`src/rtl/ide_pkg.sv`:
```
`default_nettype none
// ============================================================================
// Module      : ide_pkg
// Description : Shared definitions for the IDE channel controller: FSM state
//               encoding, bus-address field positions, default PIO timing
//               constants, the latched cycle descriptor and a helper that
//               turns a strobe length into a timer load value.
// Macros      : none
// Revision    : 1.0 - initial release
// ============================================================================
package ide_pkg;

    // FSM state encoding (kept as plain constants for legacy tools)
    localparam logic [2:0] ST_IDLE   = 3'd0;
    localparam logic [2:0] ST_SETUP  = 3'd1;
    localparam logic [2:0] ST_STROBE = 3'd2;
    localparam logic [2:0] ST_HOLD   = 3'd3;
    localparam logic [2:0] ST_ACK    = 3'd4;

    // Address field positions within ADDR[15:1]
    localparam int ADDR_SPACE_BIT = 15;  // 1 = IDE register space, 0 = ROM/config
    localparam int ADDR_CH_HI     = 14;  // channel field high bit
    localparam int ADDR_CH_LO     = 13;  // channel field low bit
    localparam int ADDR_CS_BIT    = 12;  // 0 = CS0, 1 = CS1

    // Default timing, in CLK cycles
    localparam int         DEF_SETUP_CYCLES = 1;
    localparam int         DEF_HOLD_CYCLES  = 1;
    localparam logic [3:0] DEF_STROBE       = 4'd3;

    // Everything about an accepted bus cycle that must outlive ADDR/RW
    typedef struct packed {
        logic       rw;   // 1 = read (IOR), 0 = write (IOW)
        logic       cs1;  // 1 = CS1 selected, 0 = CS0 selected
        logic [1:0] ch;   // channel, already reduced modulo CHANNELS
    } ide_cycle_t;

    // Timer load value for a strobe of 'len' cycles; a length of 0 is
    // stretched to a single cycle.
    function automatic logic [3:0] strobe_load(input logic [3:0] len);
        return (len == 4'd0) ? 4'd0 : len - 4'd1;
    endfunction

endpackage
`default_nettype wire

```
`src/rtl/ide_strobe_timer.sv`:
```
`default_nettype none
// ============================================================================
// Module      : ide_strobe_timer
// Description : Phase timer shared by the SETUP, STROBE and HOLD states.
//               Loading value N-1 makes done_o rise on the N-th cycle after
//               the load edge. The 4-bit down-counter saturates at zero.
// Ports       : clk, rst      - clock, synchronous active-high reset
//               load_i        - load load_val_i on the next edge
//               load_val_i    - phase length minus one
//               done_o        - counter has reached zero
// Macros      : none
// Revision    : 1.0 - initial release
// ============================================================================
module ide_strobe_timer (
    input  logic       clk,
    input  logic       rst,
    input  logic       load_i,
    input  logic [3:0] load_val_i,
    output logic       done_o
);

    logic [3:0] count_q;

    always_ff @(posedge clk) begin
        if (rst) begin
            count_q <= 4'd0;
        end else if (load_i) begin
            count_q <= load_val_i;
        end else if (count_q != 4'd0) begin
            count_q <= count_q - 4'd1;
        end
    end

    assign done_o = (count_q == 4'd0);

endmodule
`default_nettype wire

```
`src/rtl/ide_channel_ctrl.sv`:
```
`default_nettype none
// ============================================================================
// Module      : ide_channel_ctrl
// Description : 68000-bus to multi-channel IDE PIO bridge. Synchronises AS_n,
//               decodes register vs ROM/config space, sequences
//               SETUP -> STROBE -> HOLD -> ACK for drive accesses and drives
//               registered chip selects, IOR_n/IOW_n and DTACK.
// Ports       : CLK, RESET                 - bus clock, sync active-high reset
//               ADDR[15:1]                 - bus address (15:12 decoded here)
//               AS_n, UDS_n, LDS_n, RW     - asynchronous 68000 strobes/direction
//               DIN[3:0]                   - write data D15:12
//               ide_access, ide_enable     - base match, board IDE enable
//               DTACK                      - cycle acknowledge
//               IOR_n, IOW_n               - shared IDE read/write strobes
//               IDE_CS0_n/IDE_CS1_n        - per-channel chip selects
//               IDE_ROMEN                  - boot-ROM overlay select
//               busy                       - controller not idle
// Macros      : IDE_PIO_TIMING_EN - per-channel strobe length registers,
//               written through ROM-space writes. Without it every channel
//               uses STROBE_DEFAULT.
// Revision    : 1.0 - initial release
// ============================================================================
module ide_channel_ctrl
    import ide_pkg::*;
#(
    parameter int         CHANNELS       = 2,
    parameter int         SETUP_CYCLES   = DEF_SETUP_CYCLES,
    parameter int         HOLD_CYCLES    = DEF_HOLD_CYCLES,
    parameter logic [3:0] STROBE_DEFAULT = DEF_STROBE
) (
    input  logic                CLK,
    input  logic                RESET,
    input  logic [15:1]         ADDR,
    input  logic                AS_n,
    input  logic                UDS_n,
    input  logic                LDS_n,
    input  logic                RW,
    input  logic [3:0]          DIN,
    input  logic                ide_access,
    input  logic                ide_enable,
    output logic                DTACK,
    output logic                IOR_n,
    output logic                IOW_n,
    output logic [CHANNELS-1:0] IDE_CS0_n,
    output logic [CHANNELS-1:0] IDE_CS1_n,
    output logic                IDE_ROMEN,
    output logic                busy
);

    localparam logic [3:0] SETUP_LD = 4'(SETUP_CYCLES - 1);
    localparam logic [3:0] HOLD_LD  = 4'(HOLD_CYCLES - 1);
    // CHANNELS is 1, 2 or 4, so masking implements the modulo
    localparam logic [1:0] CH_MASK  = 2'(CHANNELS - 1);

    // ------------------------------------------------------------------
    // AS_n synchroniser; every decision below uses as_sync_q only
    // ------------------------------------------------------------------
    logic as_meta_q;
    logic as_sync_q;

    always_ff @(posedge CLK) begin
        if (RESET) begin
            as_meta_q <= 1'b1;
            as_sync_q <= 1'b1;
        end else begin
            as_meta_q <= AS_n;
            as_sync_q <= as_meta_q;
        end
    end

    // ------------------------------------------------------------------
    // Decode. ADDR/RW/DS are stable by the time the synchronised AS_n
    // is seen low, so they are sampled directly.
    // ------------------------------------------------------------------
    logic [1:0] w_addr_ch;
    logic       w_start;

    assign w_addr_ch = ADDR[ADDR_CH_HI:ADDR_CH_LO] & CH_MASK;
    assign w_start   = !as_sync_q && ide_access && ide_enable && (!UDS_n || !LDS_n);

    // ------------------------------------------------------------------
    // State
    // ------------------------------------------------------------------
    logic [2:0]  state_q, state_d;
    ide_cycle_t  cyc_q, cyc_d;
    logic        romen_q, romen_d;
    logic        w_rom_wr;
    logic        w_timer_load;
    logic [3:0]  w_timer_val;
    logic        w_timer_done;
    logic [1:0]  w_sel_ch;
    logic [3:0]  w_sel_strobe;

    // In IDLE the new cycle's channel is not latched yet, so a start that
    // goes straight to STROBE must look up the strobe length from ADDR.
    assign w_sel_ch = (state_q == ST_IDLE) ? w_addr_ch : cyc_q.ch;

`ifdef IDE_PIO_TIMING_EN
    logic [3:0] strobe_q [CHANNELS];

    always_ff @(posedge CLK) begin
        if (RESET) begin
            for (int i = 0; i < CHANNELS; i++) begin
                strobe_q[i] <= STROBE_DEFAULT;
            end
        end else if (w_rom_wr) begin
            for (int i = 0; i < CHANNELS; i++) begin
                if (w_addr_ch == 2'(i)) begin
                    strobe_q[i] <= DIN;
                end
            end
        end
    end

    always_comb begin
        w_sel_strobe = STROBE_DEFAULT;
        for (int i = 0; i < CHANNELS; i++) begin
            if (w_sel_ch == 2'(i)) begin
                w_sel_strobe = strobe_q[i];
            end
        end
    end
`else
    assign w_sel_strobe = STROBE_DEFAULT;

    logic w_unused_cfg;
    assign w_unused_cfg = ^{DIN, w_sel_ch, w_rom_wr};
`endif

    // ADDR[11:1] belong to the drive register address, routed off-chip
    logic w_unused_addr;
    assign w_unused_addr = ^ADDR[11:1];

    ide_strobe_timer u_timer (
        .clk        (CLK),
        .rst        (RESET),
        .load_i     (w_timer_load),
        .load_val_i (w_timer_val),
        .done_o     (w_timer_done)
    );

    // ------------------------------------------------------------------
    // Next-state logic
    // ------------------------------------------------------------------
    always_comb begin
        state_d      = state_q;
        cyc_d        = cyc_q;
        romen_d      = romen_q;
        w_rom_wr     = 1'b0;
        w_timer_load = 1'b0;
        w_timer_val  = 4'd0;

        case (state_q)
            ST_IDLE: begin
                if (w_start) begin
                    cyc_d.rw  = RW;
                    cyc_d.cs1 = ADDR[ADDR_CS_BIT];
                    cyc_d.ch  = w_addr_ch;
                    if (ADDR[ADDR_SPACE_BIT]) begin
                        w_timer_load = 1'b1;
                        if (SETUP_CYCLES > 0) begin
                            state_d     = ST_SETUP;
                            w_timer_val = SETUP_LD;
                        end else begin
                            state_d     = ST_STROBE;
                            w_timer_val = strobe_load(w_sel_strobe);
                        end
                    end else begin
                        // ROM/config space: reads just acknowledge
                        state_d = ST_ACK;
                        if (!RW) begin
                            romen_d  = 1'b0;
                            w_rom_wr = 1'b1;
                        end
                    end
                end
            end
            ST_SETUP: begin
                if (w_timer_done) begin
                    state_d      = ST_STROBE;
                    w_timer_load = 1'b1;
                    w_timer_val  = strobe_load(w_sel_strobe);
                end
            end
            ST_STROBE: begin
                if (w_timer_done) begin
                    if (HOLD_CYCLES > 0) begin
                        state_d      = ST_HOLD;
                        w_timer_load = 1'b1;
                        w_timer_val  = HOLD_LD;
                    end else begin
                        state_d = ST_ACK;
                    end
                end
            end
            ST_HOLD: begin
                if (w_timer_done) begin
                    state_d = ST_ACK;
                end
            end
            ST_ACK: begin
                // left only through the AS_n release below
            end
            default: begin
                state_d = ST_IDLE;
            end
        endcase

        // Released address strobe ends any cycle: normal end from ACK,
        // abort/bus error from anywhere else.
        if ((state_q != ST_IDLE) && as_sync_q) begin
            state_d = ST_IDLE;
        end
    end

    // ------------------------------------------------------------------
    // Outputs are decoded from the next state and registered so they
    // change on the same edge as the state itself.
    // ------------------------------------------------------------------
    logic                w_cs_active_d;
    logic [CHANNELS-1:0] w_cs0_n_d;
    logic [CHANNELS-1:0] w_cs1_n_d;

    assign w_cs_active_d = (state_d == ST_SETUP) || (state_d == ST_STROBE) ||
                           (state_d == ST_HOLD);

    always_comb begin
        for (int i = 0; i < CHANNELS; i++) begin
            w_cs0_n_d[i] = !(w_cs_active_d && (cyc_d.ch == 2'(i)) && !cyc_d.cs1);
            w_cs1_n_d[i] = !(w_cs_active_d && (cyc_d.ch == 2'(i)) &&  cyc_d.cs1);
        end
    end

    logic                dtack_q;
    logic                ior_n_q;
    logic                iow_n_q;
    logic                busy_q;
    logic [CHANNELS-1:0] cs0_n_q;
    logic [CHANNELS-1:0] cs1_n_q;

    always_ff @(posedge CLK) begin
        if (RESET) begin
            state_q <= ST_IDLE;
            cyc_q   <= '0;
            romen_q <= 1'b1;
            dtack_q <= 1'b0;
            ior_n_q <= 1'b1;
            iow_n_q <= 1'b1;
            busy_q  <= 1'b0;
            cs0_n_q <= '1;
            cs1_n_q <= '1;
        end else begin
            state_q <= state_d;
            cyc_q   <= cyc_d;
            romen_q <= romen_d;
            dtack_q <= (state_d == ST_ACK);
            ior_n_q <= !((state_d == ST_STROBE) &&  cyc_d.rw);
            iow_n_q <= !((state_d == ST_STROBE) && !cyc_d.rw);
            busy_q  <= (state_d != ST_IDLE);
            cs0_n_q <= w_cs0_n_d;
            cs1_n_q <= w_cs1_n_d;
        end
    end

    assign DTACK     = dtack_q;
    assign IOR_n     = ior_n_q;
    assign IOW_n     = iow_n_q;
    assign busy      = busy_q;
    assign IDE_CS0_n = cs0_n_q;
    assign IDE_CS1_n = cs1_n_q;
    assign IDE_ROMEN = romen_q;

endmodule
`default_nettype wire
```
`config.mk`:
```
export PLATFORM = sky130hd
export DESIGN_NAME = ide_channel_ctrl
export DESIGN_NICKNAME = d
export VERILOG_FILES = /design/src/rtl/ide_pkg.sv /design/src/rtl/ide_strobe_timer.sv /design/src/rtl/ide_channel_ctrl.sv
export SDC_FILE = /design/constraint.sdc
export NUM_CORES = 1
export LEC_CHECK = 0
export ABC_AREA = 1
export CAP_MARGIN = 20
export CORE_ASPECT_RATIO = 1.2
export CORE_MARGIN = 2
export CORE_UTILIZATION = 35
export DETAILED_ROUTE_END_ITERATION = 6
export PLACE_DENSITY = 0.66
export SYNTH_ARGS = -nofsm -noshare
export SYNTH_HDL_FRONTEND = slang
export SYNTH_SLANG_ARGS = --single-unit
```
`constraint.sdc`:
```
create_clock -name CLK -period 1.1 [get_ports CLK]
set_input_delay 0.22 -clock CLK [delete_from_list [all_inputs] [get_ports CLK]]
set_output_delay 0.22 -clock CLK [all_outputs]
set_load 0.01 [all_outputs]
```
# [After elaboration in Yosys (flattened, before gate mapping)]
# Index checks and enable logic that the tools add are counted.
[word_totals] register_bits=22
[op_classes] n_addsub=1 n_eq_ne=9 n_mux=17 bitwise=2 reduce_logical=35
[ops] op="$mux 3" count=6
[ops] op="$mux 4" count=4
[ops] op="$pmux 3 s5" count=1
[ops] op="$eq 3x2->1 const B" count=4
[ops] op="$logic_and 1x1->1" count=12
[ops] op="$logic_not 1->1" count=11
[ops] op="$eq 3x1->1 const B" count=2
[ops] op="$eq 3x3->1 const B" count=2
[ops] op="$reduce_bool 3->1" count=2
[ops] op="$logic_not 4->1" count=1
[ops] op="$mux 2" count=2
[ops] op="$reduce_and 4->1" count=1
[ops] op="$reduce_bool 4->1" count=1
[ops] op="$sub 4x1->4 const B" count=1
[ops] op="$logic_not 3->1" count=1
[ops] op="$logic_or 1x1->1" count=3
[ops] op="$mux 1" count=3
[ops] op="$eq 2x1->1 const B" count=1
[ops] op="$logic_not 2->1" count=1
[ops] op="$not 1->1" count=2
[ops] op="$pmux 1 s2" count=1
[ops] op="$reduce_bool 2->1" count=1
[ops] op="$reduce_or 2->1" count=1

# [Longest topological paths before layout]
# Gate-level depths: netlist (run 1).
[depth] depth_word=13 mapped_depth=9

# [Modules after synthesis]
# A second synthesis (run 1) with hierarchy kept.
[unflattened] hier_cells=139 hier_area_um2=1024.7
[by_module_without_submodules] mod="ide_channel_ctrl" n_inst=1 cells_per_inst=99 area_each_um2=777.0 seq_area_each_um2=360.3
[by_module_without_submodules] mod="ide_strobe_timer" n_inst=1 cells_per_inst=40 area_each_um2=247.7 seq_area_each_um2=80.1

# [Worst setup path before layout (run 1)]
# No wires, ideal clock.
[synth_timing] kind="register to register" startpoint="reg u_timer.count_q[0]" endpoint="reg cs0_n_q[0] (netlist: IDE_CS0_n[0])" arrival_ns=1.118 slack_ns=-0.139 stages_incl_launch_ff=10 path_buffers=0 period_less_slack_ns=1.239 cell_sequence="dfxtp_1 inv_1 ha_1 nand2_2 nand2_1 nand3_1 nand2_2 nand2_2 nand2_2 nand3_1"
[synth_via] elab_chain_len=10 word_cells_on_any_way=14 classes_between="3 x eq/ne; 5 x mux; 6 x reduce/logical"
[synth_rtl] element="from (decl)" line_no="ide_strobe_timer.sv:22" rtl="logic [3:0] count_q;"
[synth_rtl] element="from (signal assigned)" line_no="ide_strobe_timer.sv:28" rtl="count_q <= load_val_i;"
[synth_rtl] element="from (signal assigned)" line_no="ide_strobe_timer.sv:30" rtl="count_q <= count_q - 4'd1;"
[synth_rtl] element="$logic_not 4->1 *" line_no="ide_strobe_timer.sv:34" rtl="assign done_o = (count_q == 4'd0);"
[synth_rtl] element="$mux 3 (on tied branches)" line_no="ide_channel_ctrl.sv:197, ide_channel_ctrl.sv:179, ide_channel_ctrl.sv:186"
[synth_rtl] element="$pmux 3 s5 *" line_no="ide_channel_ctrl.sv:153" rtl="case (state_q)"
[synth_rtl] element="$mux 3 *" line_no="ide_channel_ctrl.sv:211" rtl="if ((state_q != ST_IDLE) && as_sync_q) begin"
[synth_rtl] element="$eq 3x1->1 / $eq 3x2->1 (equally long branches)" line_no="ide_channel_ctrl.sv:224" rtl="assign w_cs_active_d = (state_d == ST_SETUP) || (state_d == ST_STROBE) ||"
[synth_rtl] element="$logic_or 1x1->1" line_no="ide_channel_ctrl.sv:224"
[synth_rtl] element="$logic_or 1x1->1 *" line_no="ide_channel_ctrl.sv:224"
[synth_rtl] element="$logic_and 1x1->1 * (2 in series)" line_no="ide_channel_ctrl.sv:229" rtl="w_cs0_n_d[i] = !(w_cs_active_d && (cyc_d.ch == 2'(i)) && !cyc_d.cs1);"
[synth_rtl] element="$logic_not 1->1 *" line_no="ide_channel_ctrl.sv:229"
[synth_rtl] element="to (signal assigned)" line_no="ide_channel_ctrl.sv:260" rtl="cs0_n_q <= w_cs0_n_d;"
[synth_rtl] element="to (decl)" line_no="ide_channel_ctrl.sv:238" rtl="logic [CHANNELS-1:0] cs0_n_q;"
# Every way passes the cells marked *; elsewhere a longest branch is shown, timed or not.
# A chain may end at the register's enable or synchronous reset.

# [Final worst setup path (run 1)]
[layout_timing] startpoint="reg state_q[0]" endpoint="reg cs1_n_q[0] (netlist: IDE_CS1_n[0])"
[layout_via] elab_chain_len=9 word_cells_on_any_way=23 classes_between="7 x eq/ne; 7 x mux; 9 x reduce/logical"
[layout_rtl] element="from (decl)" line_no="ide_channel_ctrl.sv:84" rtl="logic [2:0] state_q, state_d;"
[layout_rtl] element="from (signal assigned)" line_no="ide_channel_ctrl.sv:253" rtl="state_q <= state_d;"
[layout_rtl] element="$eq 3x3->1 (tied with other cells)" line_no="ide_channel_ctrl.sv:153"
[layout_rtl] element="$pmux 3 s5 / $logic_and 1x1->1 (equally long branches)" line_no="ide_channel_ctrl.sv:153, ide_channel_ctrl.sv:211"
[layout_rtl] element="$mux 3" line_no="ide_channel_ctrl.sv:211"
[layout_rtl] element="$eq 3x1->1 / $eq 3x2->1 (equally long branches)" line_no="ide_channel_ctrl.sv:224"
[layout_rtl] element="$logic_or 1x1->1 (2 in series)" line_no="ide_channel_ctrl.sv:224"
[layout_rtl] element="$logic_and 1x1->1" line_no="ide_channel_ctrl.sv:230" rtl="w_cs1_n_d[i] = !(w_cs_active_d && (cyc_d.ch == 2'(i)) && cyc_d.cs1);"
[layout_rtl] element="$logic_and 1x1->1 *" line_no="ide_channel_ctrl.sv:230"
[layout_rtl] element="$logic_not 1->1 *" line_no="ide_channel_ctrl.sv:230"
[layout_rtl] element="to (signal assigned)" line_no="ide_channel_ctrl.sv:261" rtl="cs1_n_q <= w_cs1_n_d;"
[layout_rtl] element="to (decl)" line_no="ide_channel_ctrl.sv:239" rtl="logic [CHANNELS-1:0] cs1_n_q;"
# Marked as above.

==> flow_metrics.env, run 1 <==
export IMPL_status="finished with violations"
export IMPL_failed_checks="setup timing"
export IMPL_path_class="flop to flop"
export IMPL_cts_buffers=3
export IMPL_dp_hpwl_mm=1.85
export IMPL_wl_met1_um=976
export IMPL_insertedDiodeCount=0
export IMPL_worstSetupStartpointType="flop"
export IMPL_ir_drop_mv=1.13
export IMPL_finalNonFillerCells=214
export IMPL_ff2ff_setup_slack_ps=-150
export IMPL_ys_ff_latch=22
export IMPL_grt_start_max_net_pins=14
export IMPL_p_int_uw=1710
export IMPL_holdPathStages=1
export IMPL_fin_crit_sh_pct=114
export IMPL_cp_slowest_stage_delay_ps=430
export IMPL_drv_slew=0
export IMPL_switchingPower_uw=750
export IMPL_clock_sinks=22
export IMPL_yosys_area_share_simple_pct=43.7
export IMPL_post_route_util_pct=55.4
export IMPL_tritoncts="built"
export IMPL_synth_area_leaders="dfxtp_1, nand3_1, nand2_1, inv_1, nand2_2"
export IMPL_grt_use_total_pct=16.1
export IMPL_fillCellCount=252
export IMPL_grt_pass1_vias=1043
export IMPL_first_pass_iters=4
export IMPL_critPathMaxFanout=6
export IMPL_critical_path_buf_inv_count=0
export IMPL_report_final_setup_viol=19
export IMPL_period_minus_slack_ps=1250
export IMPL_synth_async_reset_ratio_pct=0
export IMPL_cp_cell_sequence="nand2_1 -> nor2_1 -> nand3_1 -> nand3_2 -> nand2_1 -> nand2_4 -> nand3_1"
export IMPL_dieWidth_um=53.9
export IMPL_via_per_inst=4.82
export IMPL_cp_num_cells=7
export IMPL_yosys_area_top_type="dfxtp_1"
export IMPL_clock_power_share_pct=25.6
export IMPL_required_ps=1320
export IMPL_antenna_left=0
export IMPL_leakage_uw=0.000729
export IMPL_drc=0
export IMPL_synthDistinctLibCells=21
export IMPL_route_met3_wl_um=121
export IMPL_place_inst=206
export IMPL_ys_warn_count=0
export IMPL_total_power_uw=2460
export IMPL_p_seq_share_pct=37.2
export IMPL_synthCells=137
export IMPL_h_tree_depth=1
export IMPL_ys_flop_type="dfxtp_1"
export IMPL_rows=21
export IMPL_p_sw_share_pct=30.5
export IMPL_io_pins=36
export IMPL_clk_pin_slew_ps=130
export IMPL_synth_most_common_cell="nand2_1"
export IMPL_synth_mux_area_fraction_pct=0
export IMPL_slowest_stage="dfxtp_2"
export IMPL_synth_top_family_by_area="simple AND/OR/NAND/NOR gates"
export IMPL_start_util_pct=37.2
export IMPL_gp_congestion=0.781
export IMPL_port_buffers=19
export IMPL_drt_initial_drc_count=15
export IMPL_antenna_found_initial=0
export IMPL_hold_violations=0
export IMPL_power_frac_comb_pct=37.1
export IMPL_syn2layout_area_growth_pct=48.6
export IMPL_pwr_density_cell_nw_per_um2=1580
export IMPL_drive_gt1_share_pct=46.1
export IMPL_insertion_delay_ps=310
export IMPL_clockBufferDepth=2
export IMPL_syn_area_um2=1050
export IMPL_wl_met2_mm=1.31
export IMPL_reg2reg_depth=7
export IMPL_wl_per_cell_um=11.6
export IMPL_die_h_um=63.9
export IMPL_maxCapViolCount=0
export IMPL_die_area_um2=3450
export IMPL_rsz0062_at_grt="yes"
export IMPL_max_slew_worst_pin_slew_ps=251
export IMPL_fin_skew_ps=1.70
export IMPL_grt_pass1_wl_mm=4.10
export IMPL_min_path_type="flop to flop"
export IMPL_hold_buffers=0
export IMPL_top_layer="met4"
export IMPL_fp_coreArea_um2=2810
export IMPL_end_kind="flop"
export IMPL_yosysTopAreaCellShare_pct=42.1
export IMPL_setup_tns_ps=-1560
export IMPL_crit_arrival_ps=1470
export IMPL_nets=209
export IMPL_fmax_ghz=0.800
export IMPL_synth_xor_area_share_pct=2.51
export IMPL_drt_total_wl_mm=2.49
export IMPL_synth_edf_count=0
export IMPL_synth_seq_area_share_pct=42.1
export IMPL_relSlewSlack_pct=83.2
export IMPL_synth_avg_cell_area_um2=7.64
export IMPL_yosys_top_cells_count="nand2_1, dfxtp_1, nand3_1, inv_1, nor2_1"
export IMPL_post_synth_fa_ha_maj_area_fraction_pct=1.19
export IMPL_vias=1032
export IMPL_setup_ws_ps=-151
export IMPL_syn_num_nets=165
export IMPL_crit_family="simple AND/OR/NAND/NOR gates"
export IMPL_clk_root_buffer_cell="clkbuf_4"
export IMPL_gr_total_overflow=0
export IMPL_synth_compound_area_share_pct=0.956
[path summary, 6_finish.rpt]
| path | from | end |
|---|---|---|
| max | state_q[0] | IDE_CS1_n[0] |
| min | as_meta_q | as_sync_q |
| max reg2reg | state_q[0] | IDE_CS1_n[0] |
| min reg2reg | as_meta_q | as_sync_q |
[timing repair]
item	CTS	global route
endpoints found under the hold margin	0	0
endpoints found under the setup margin	28	27
resized for setup	40	22
setup buffers	4	0
pin swaps	5	3
[state kept, by name, indices dropped and copies added (netlist names)]
register         cells
as_meta_q            1
IDE_CS1_n            2
as_sync_q            1
u_timer.count_q      4
IDE_ROMEN            1
IDE_CS0_n            2
IOR_n                1
state_q              3
DTACK                1
cyc_q                4
busy                 1
IOW_n                1
[cells by family (layout without fill, tap and decap cells)]
kind of cell    count (synthesis)  in the layout
xor+xnor                        3              3
simple gates                   86             86
fa+ha+maj                       1              1
buf+inv                        23             66
flops                          22             22
compound gates                  2              2
[placed cells by master, fill, tap and decap left out, drive strengths merged]
cell type / synthesis / layout
dfxtp: 22 / 22
clkinv: 1 / 1
nand2: 35 / 35
nand4: 3 / 3
clkbuf: 0 / 5
clkdlybuf4s15: 0 / 1
nand3b: 3 / 3
clkdlybuf4s50: 0 / 10
bufinv: 0 / 1
ha: 1 / 1
nor2: 18 / 18
or2: 2 / 2
buf: 2 / 28
nor3: 2 / 2
inv: 20 / 20
o21ai: 2 / 2
nand3: 23 / 23
xor2: 3 / 3
[power groups by stage]
stage / combinational [uW] / clock, uW / sequential [uW]
6_report: 914 / 631 / 916
5_1_grt: 1010 / 662 / 923
3_3_place_gp: 719 / 0 / 918
4_1_cts: 883 / 634 / 906
3_5_place_dp: 757 / 0 / 920
2_1_floorplan: 487 / 0 / 923
[metrics by stage]
stage / hold slack, ps / setup slack [ps] / area [um^2]
after floorplan: 324 / -60.5 / 1070
after detailed placement: 404 / -459 / 1420
after global placement: 393 / -434 / 1420
final: 428 / -151 / 1560
after global routing: 447 / -217 / 1560
after CTS: 435 / -141 / 1540
[final cells by class]
type	count	area [um^2]	share of cell area [%]
Timing Repair Buffer	41	324	20.8
Clock inverter	1	30.0	1.93
Clock buffer	3	22.5	1.45
Sequential cell	22	449	28.9
Multi-Input combinational cell	92	604	38.8
Inverter	21	83.8	5.39
Tap cell	34	42.5	2.73
[metal layers]
metal  track usage (%)  vias up
met5                 0        -
met4              9.62        0
met3              3.04        9
met2              27.7       34
met1              17.4      470
li1                  -      519
No activity file was read; power rests on OpenSTA's default activity.
==> run 2: changes to the inputs <==
- CTS_CLUSTER_SIZE: not set -> 28
==> results of run 2 <==
Final layout, timing and power as in run 1 (identical DEF).
==> run 3: changes to the inputs <==
- CORE_UTILIZATION: 35 -> 30
- CTS_CLUSTER_DIAMETER: not set -> 60
- PLACE_DENSITY: 0.66 -> 0.58
==> flow_metrics.env, run 3 (synthesis gave the netlist of run 1 again) <==
export IMPL_cp_cell_sequence="inv_2 -> ha_4 -> nand2_8 -> nand2_4 -> nand3_4 -> nand2_4 -> nand2_4 -> nand2_4 -> nand3_2"
export IMPL_insertedDiodeCount=0
export IMPL_drv_slew=0
export IMPL_h_tree_depth=1
export IMPL_critical_path_buf_inv_count=1
export IMPL_final_area_um2=1720
export IMPL_antenna_found_initial=0
export IMPL_leakage_uw=0.000796
export IMPL_hold_violations=0
export IMPL_gp_congestion=0.805
export IMPL_gr_total_overflow=0
export IMPL_rsz0062_at_grt="yes"
export IMPL_startpoint="u_timer.count_q[0]"
export IMPL_grt_pass1_wl_mm=4.11
export IMPL_maxCapViolCount=0
export IMPL_reg2reg_depth=9
export IMPL_total_power_uw=2690
export IMPL_drt_initial_drc_count=13
export IMPL_antenna_left=0
export IMPL_dp_hpwl_mm=1.83
export IMPL_reg2reg_from="u_timer.count_q[0]"
export IMPL_insertion_delay_ps=270
export IMPL_fin_crit_sh_pct=114
export IMPL_max_slew_worst_pin_slew_ps=255
export IMPL_rows=23
export IMPL_hold_end="as_sync_q"
export IMPL_clk_root_buffer_cell="clkbuf_8"
export IMPL_drive_gt1_share_pct=49.7
export IMPL_io_pins=36
export IMPL_place_area_um2=1430
export IMPL_critPathMaxFanout=4
export IMPL_worstSetupStartpointType="flop"
export IMPL_slowest_stage="dfxtp_2"
export IMPL_status="finished with violations"
export IMPL_crit_family="simple AND/OR/NAND/NOR gates"
export IMPL_ff2ff_setup_slack_ps=-160
export IMPL_clk_pin_slew_ps=90
export IMPL_crit_top_cell="nand2_4"
export IMPL_reg2reg_to="IDE_CS0_n[1]"
export IMPL_nets=210
export IMPL_min_delay_start="as_meta_q"
export IMPL_crit_arrival_ps=1410
export IMPL_relSlewSlack_pct=83.0
export IMPL_end_kind="flop"
export IMPL_ir_drop_mv=1.10
export IMPL_clockBufferDepth=2
export IMPL_grt_use_total_pct=13.6
export IMPL_grt_pass1_vias=998
export IMPL_drc=0
export IMPL_mostFrequentLayoutCells="buf_4, nand2_1, dfxtp_1"
export IMPL_post_route_util_pct=51.6
export IMPL_drt_total_wl_mm=2.71
export IMPL_report_final_setup_viol=19
export IMPL_grt_start_max_net_pins=14
export IMPL_hold_buffers=0
export IMPL_fin_skew_ps=8.05
export IMPL_failed_checks="setup timing"
export IMPL_period_minus_slack_ps=1260
export IMPL_reg_top3="cyc_q (4), u_timer.count_q (4), state_q (3)"
export IMPL_path_class="flop to flop"
export IMPL_fp_coreArea_um2=3340
export IMPL_cts_buffers=3
export IMPL_fmax_ghz=0.795
export IMPL_dieWidth_um=57.9
export IMPL_setup_ws_ps=-158
export IMPL_die_area_um2=3980
export IMPL_port_buffers=19
export IMPL_first_pass_iters=4
export IMPL_start_util_pct=31.4
export IMPL_final_common_cell="buf_4"
export IMPL_cp_slowest_stage_delay_ps=330
export IMPL_syn2layout_area_growth_pct=64.6
export IMPL_via_per_inst=4.57
export IMPL_vias=997
export IMPL_tritoncts="built"
export IMPL_clock_sinks=22
export IMPL_min_path_type="flop to flop"
export IMPL_wl_per_cell_um=12.4
export IMPL_required_ps=1260
export IMPL_die_h_um=68.7
export IMPL_pwr_density_cell_nw_per_um2=1560
export IMPL_holdPathStages=1
run 3: changes by cell type in the layout (fill, tap and decap cells not counted), sizes merged:
| cell | delta |
|---|---|
| dlygate4sd2 | +6 |
| buf | -5 |
| clkdlybuf4s15 | +3 |
| clkdlybuf4s50 | -3 |
| clkbuf | -1 |
| dlymetal6s2s | +1 |
run 3: how the worst max path moves through the flow:
stage                     depth (start not counted)      endpoint
after CTS                                         8          busy
after floorplan                                   9  IDE_CS0_n[0]
after global placement                            8  IDE_CS0_n[0]
after global routing                              8  IDE_CS0_n[0]
after detailed placement                          8  IDE_CS0_n[1]
final                                             9  IDE_CS0_n[1]
run 3: metrics by stage:
| step | worst slack [ps] | hold WS, ps | setup TNS [ps] | instances |
|---|---|---|---|---|
| global route | -212 | 435 | -3020 | 218 |
| CTS | -127 | 426 | -1600 | 218 |
| floorplan | -60.5 | 324 | -277 | 137 |
| global placement | -460 | 397 | -7640 | 210 |
| finish | -158 | 421 | -1770 | 218 |
| detailed placement | -485 | 403 | -7960 | 210 |
run 3: routing by layer:
layer	wire [um]	GRT usage, %	vias to the layer above
met5	0	0	-
met4	25	3.49	0
met3	72	2.24	2
met2	1560	27.7	17
met1	1050	14.2	463
li1	-	-	515
run 3: cell type report:
class	instances	area (um^2)
clock inverter	1	30.0
timing repair buffer	42	364
fill	326	1610
multi-input combinational	92	706
inverter	21	86.3
sequential	22	450
clock buffer	3	41.3
tap	37	46.3
run 3: worst reg2reg max path, stage by stage, from the launching register on:
cell and delay [ps]:
dfxtp_2 330, inv_2 70, ha_4 190, nand2_8 80
nand2_4 80, nand3_4 70, nand2_4 100, nand2_4 60
nand2_4 90, nand3_2 70
run 3: power by group:
part,leakage (uW),switching (uW),internal (uW)
Sequential,0.000181,45.9,865
Combinational,0.000579,531,484
Clock,0.0000357,283,487
Total,0.000796,859,1840
run 3: timing repair:
item,in CTS,in global routing
endpoints found under the setup margin,28,24
setup buffers,4,0
endpoints found under the hold margin,0,0
pin swaps,9,9
resized for setup,38,33
==> edit (config.mk and constraints of run 1) <==
The parameter `CHANNELS` goes from 2 to 4. Comments in the files are not updated.
--- a/src/rtl/ide_channel_ctrl.sv
+++ b/src/rtl/ide_channel_ctrl.sv
@@ -25,3 +25,3 @@
 #(
-    parameter int         CHANNELS       = 2,
+    parameter int         CHANNELS       = 4,
     parameter int         SETUP_CYCLES   = DEF_SETUP_CYCLES,
Interface: changed (resized IDE_CS0_n and IDE_CS1_n); port bits go from 36 to 40. No check against the original RTL was run, so the function may have changed too.
==> edit against run 1 <==
- the flow still finishes with violations (setup timing)
- synthesized cell count is 11% higher
- sequential power is 19% higher
- combinational power is 14% higher
- sequential cell count is 4 higher
- worst setup slack worse by 0.036 ns
- area after synthesis is 11% higher
- cell area is 22% higher
- wire length is 15% higher
- total power is 13% higher
==> edit: results (changes against run 1) <==
hpwl dp: 2.06 mm (+11%)
pre-CTS setup slack: -0.528 ns (-0.0688 ns)
Hold Fails Final Rpt: 0 (unchanged)
TNS Setup: -2.71 ns (-1.15 ns)
Flop pwr share: 39.2% (+2.0 points)
clk_skew: 0.00861 ns (+0.00690 ns)
Yosys cell types: 22 (+4.8%)
most area-consuming cells after synthesis: dfxtp_1 45%, nand3_1 11%, nand2_1 9.4%
root buffer cell: clkbuf_4
PortBufs: 24 (+5)
Final Net Count: 236 (+13%)
vias in the first global route: 1125 (+7.9%)
post-DR vias/cell: 4.84 (+0.27%)
worst setup path startpoint: ide_access
Psw: 0.853 mW (+14%)
drt initial violations: 23 (+8)
CP endpoint: cyc_q[1]
failing checks: setup timing
worst hold path class: register to register
Synth Net Count: 180 (+9.1%)
share of layout cells above drive strength 1: 57.5% (+11 points)
Hold Path Cell Cnt: 1 (unchanged)
slowest stage delay, CP: 0.50 ns (+0.07 ns)
Final Worst Setup Slack: -0.187 ns (-0.0359 ns)
GRT Overall Usage: 15.6% (-0.52 points)
hold path start: as_meta_q
crit path DAT: 1.53 ns (+0.06 ns)
final WL: 2.87 mm (+15%)
Max VDD drop: 1.06 mV (-5.8%)
family with the most delay on the worst path: buffers and inverters
Post-synth ARST share: 0% (unchanged)
largest net degree at the start of global routing: 16 (+2)
Post-synth top cells: 29 x nand2_1, 26 x dfxtp_1, 26 x nand3_1, 18 x inv_1, 14 x nor2_1
CP max stage cell: clkdlybuf4s50_1
DRT Pass-1 Iters: 4 (unchanged)
Seq/Total Area, Yosys: 44.7% (+2.7 points)
Reg2Reg Depth: 8 (+1)
Crit Reg-Reg Startpoint: state_q[1]
Clock Latency Late Sink: 0.33 ns (+0.02 ns)
Comb. pwr: 1.04 mW (+14%)
status: finished with violations
H-tree Lvls: 1 (unchanged)
Tightest Pin Transition: 0.285 ns (+0.0334 ns)
Final Setup Violations: 24 (+5)
sequential power: 1.09 mW (+19%)
worst-path maximum fanout: 7 (+1)
first-pass GRT wire length: 4.66 mm (+14%)
Leakage: 0.843 nW (+16%)
CTS max path bufs: 2 (unchanged)
initial antenna violation count: 0 (unchanged)
gpl congestion: 0.889 (+14%)
## edit: changes by cell type in the layout (fill, tap and decap cells not counted), moves of 4 or more
cell	delta
dfxtp_2	+5
nor2_4	+4
nand2_2	+4
nand2_1	-8
nand3_1	+5
nand2_4	+8
buf_4	+4
buf_2	+6
## edit: kinds of logic (layout without fill, tap and decap cells)
kind of cell	Yosys count	after routing	synth area share (%)
buf+inv	23	78	8.06
flops	26	26	44.7
xor+xnor	2	2	1.51
simple gates	97	97	43.3
compound gates	3	3	1.29
fa+ha+maj	1	1	1.08
## edit: through the flow
step,hold slack (ns),std cells,util (%),area [um2]
2_1_floorplan,0.324,152,-,1200
3_3_place_gp,0.397,234,53.0,1650
3_5_place_dp,0.399,234,53.0,1650
4_1_cts,0.430,241,59.9,1860
5_1_grt,0.444,243,61.3,1910
6_report,0.427,243,61.3,1910
## edit: final cells by class
cell class,count,area (um2)
Fill cell,257,1200
Inverter,21,78.8
Sequential cell,26,536
Tap cell,36,45.0
Clock buffer,3,22.5
Clock inverter,1,30.0
Timing Repair Buffer,53,412
Multi-Input combinational cell,103,782
## edit: repair_timing
action	4_1_cts	5_1_grt
resized for setup	79	42
endpoints found under the hold margin	0	0
cloned	0	0
setup endpoints to repair	36	36
pin swaps	18	9
setup buffers	3	2
## edit: routing by layer
metal  GRT usage [%]  share of wire [%]
met1            16.7                 39
met2            30.1                 54
met3            2.11                5.2
met4            7.14                1.9
met5               0                  0
## edit: worst reg2reg max path, cell delays in order (launching register included)
cell	delay, ns
dfxtp_2	0.35
inv_2	0.07
nand2_4	0.06
nor2_4	0.19
buf_6	0.15
nand3b_1	0.13
nand2_4	0.14
buf_6	0.10
nor2_2	0.02
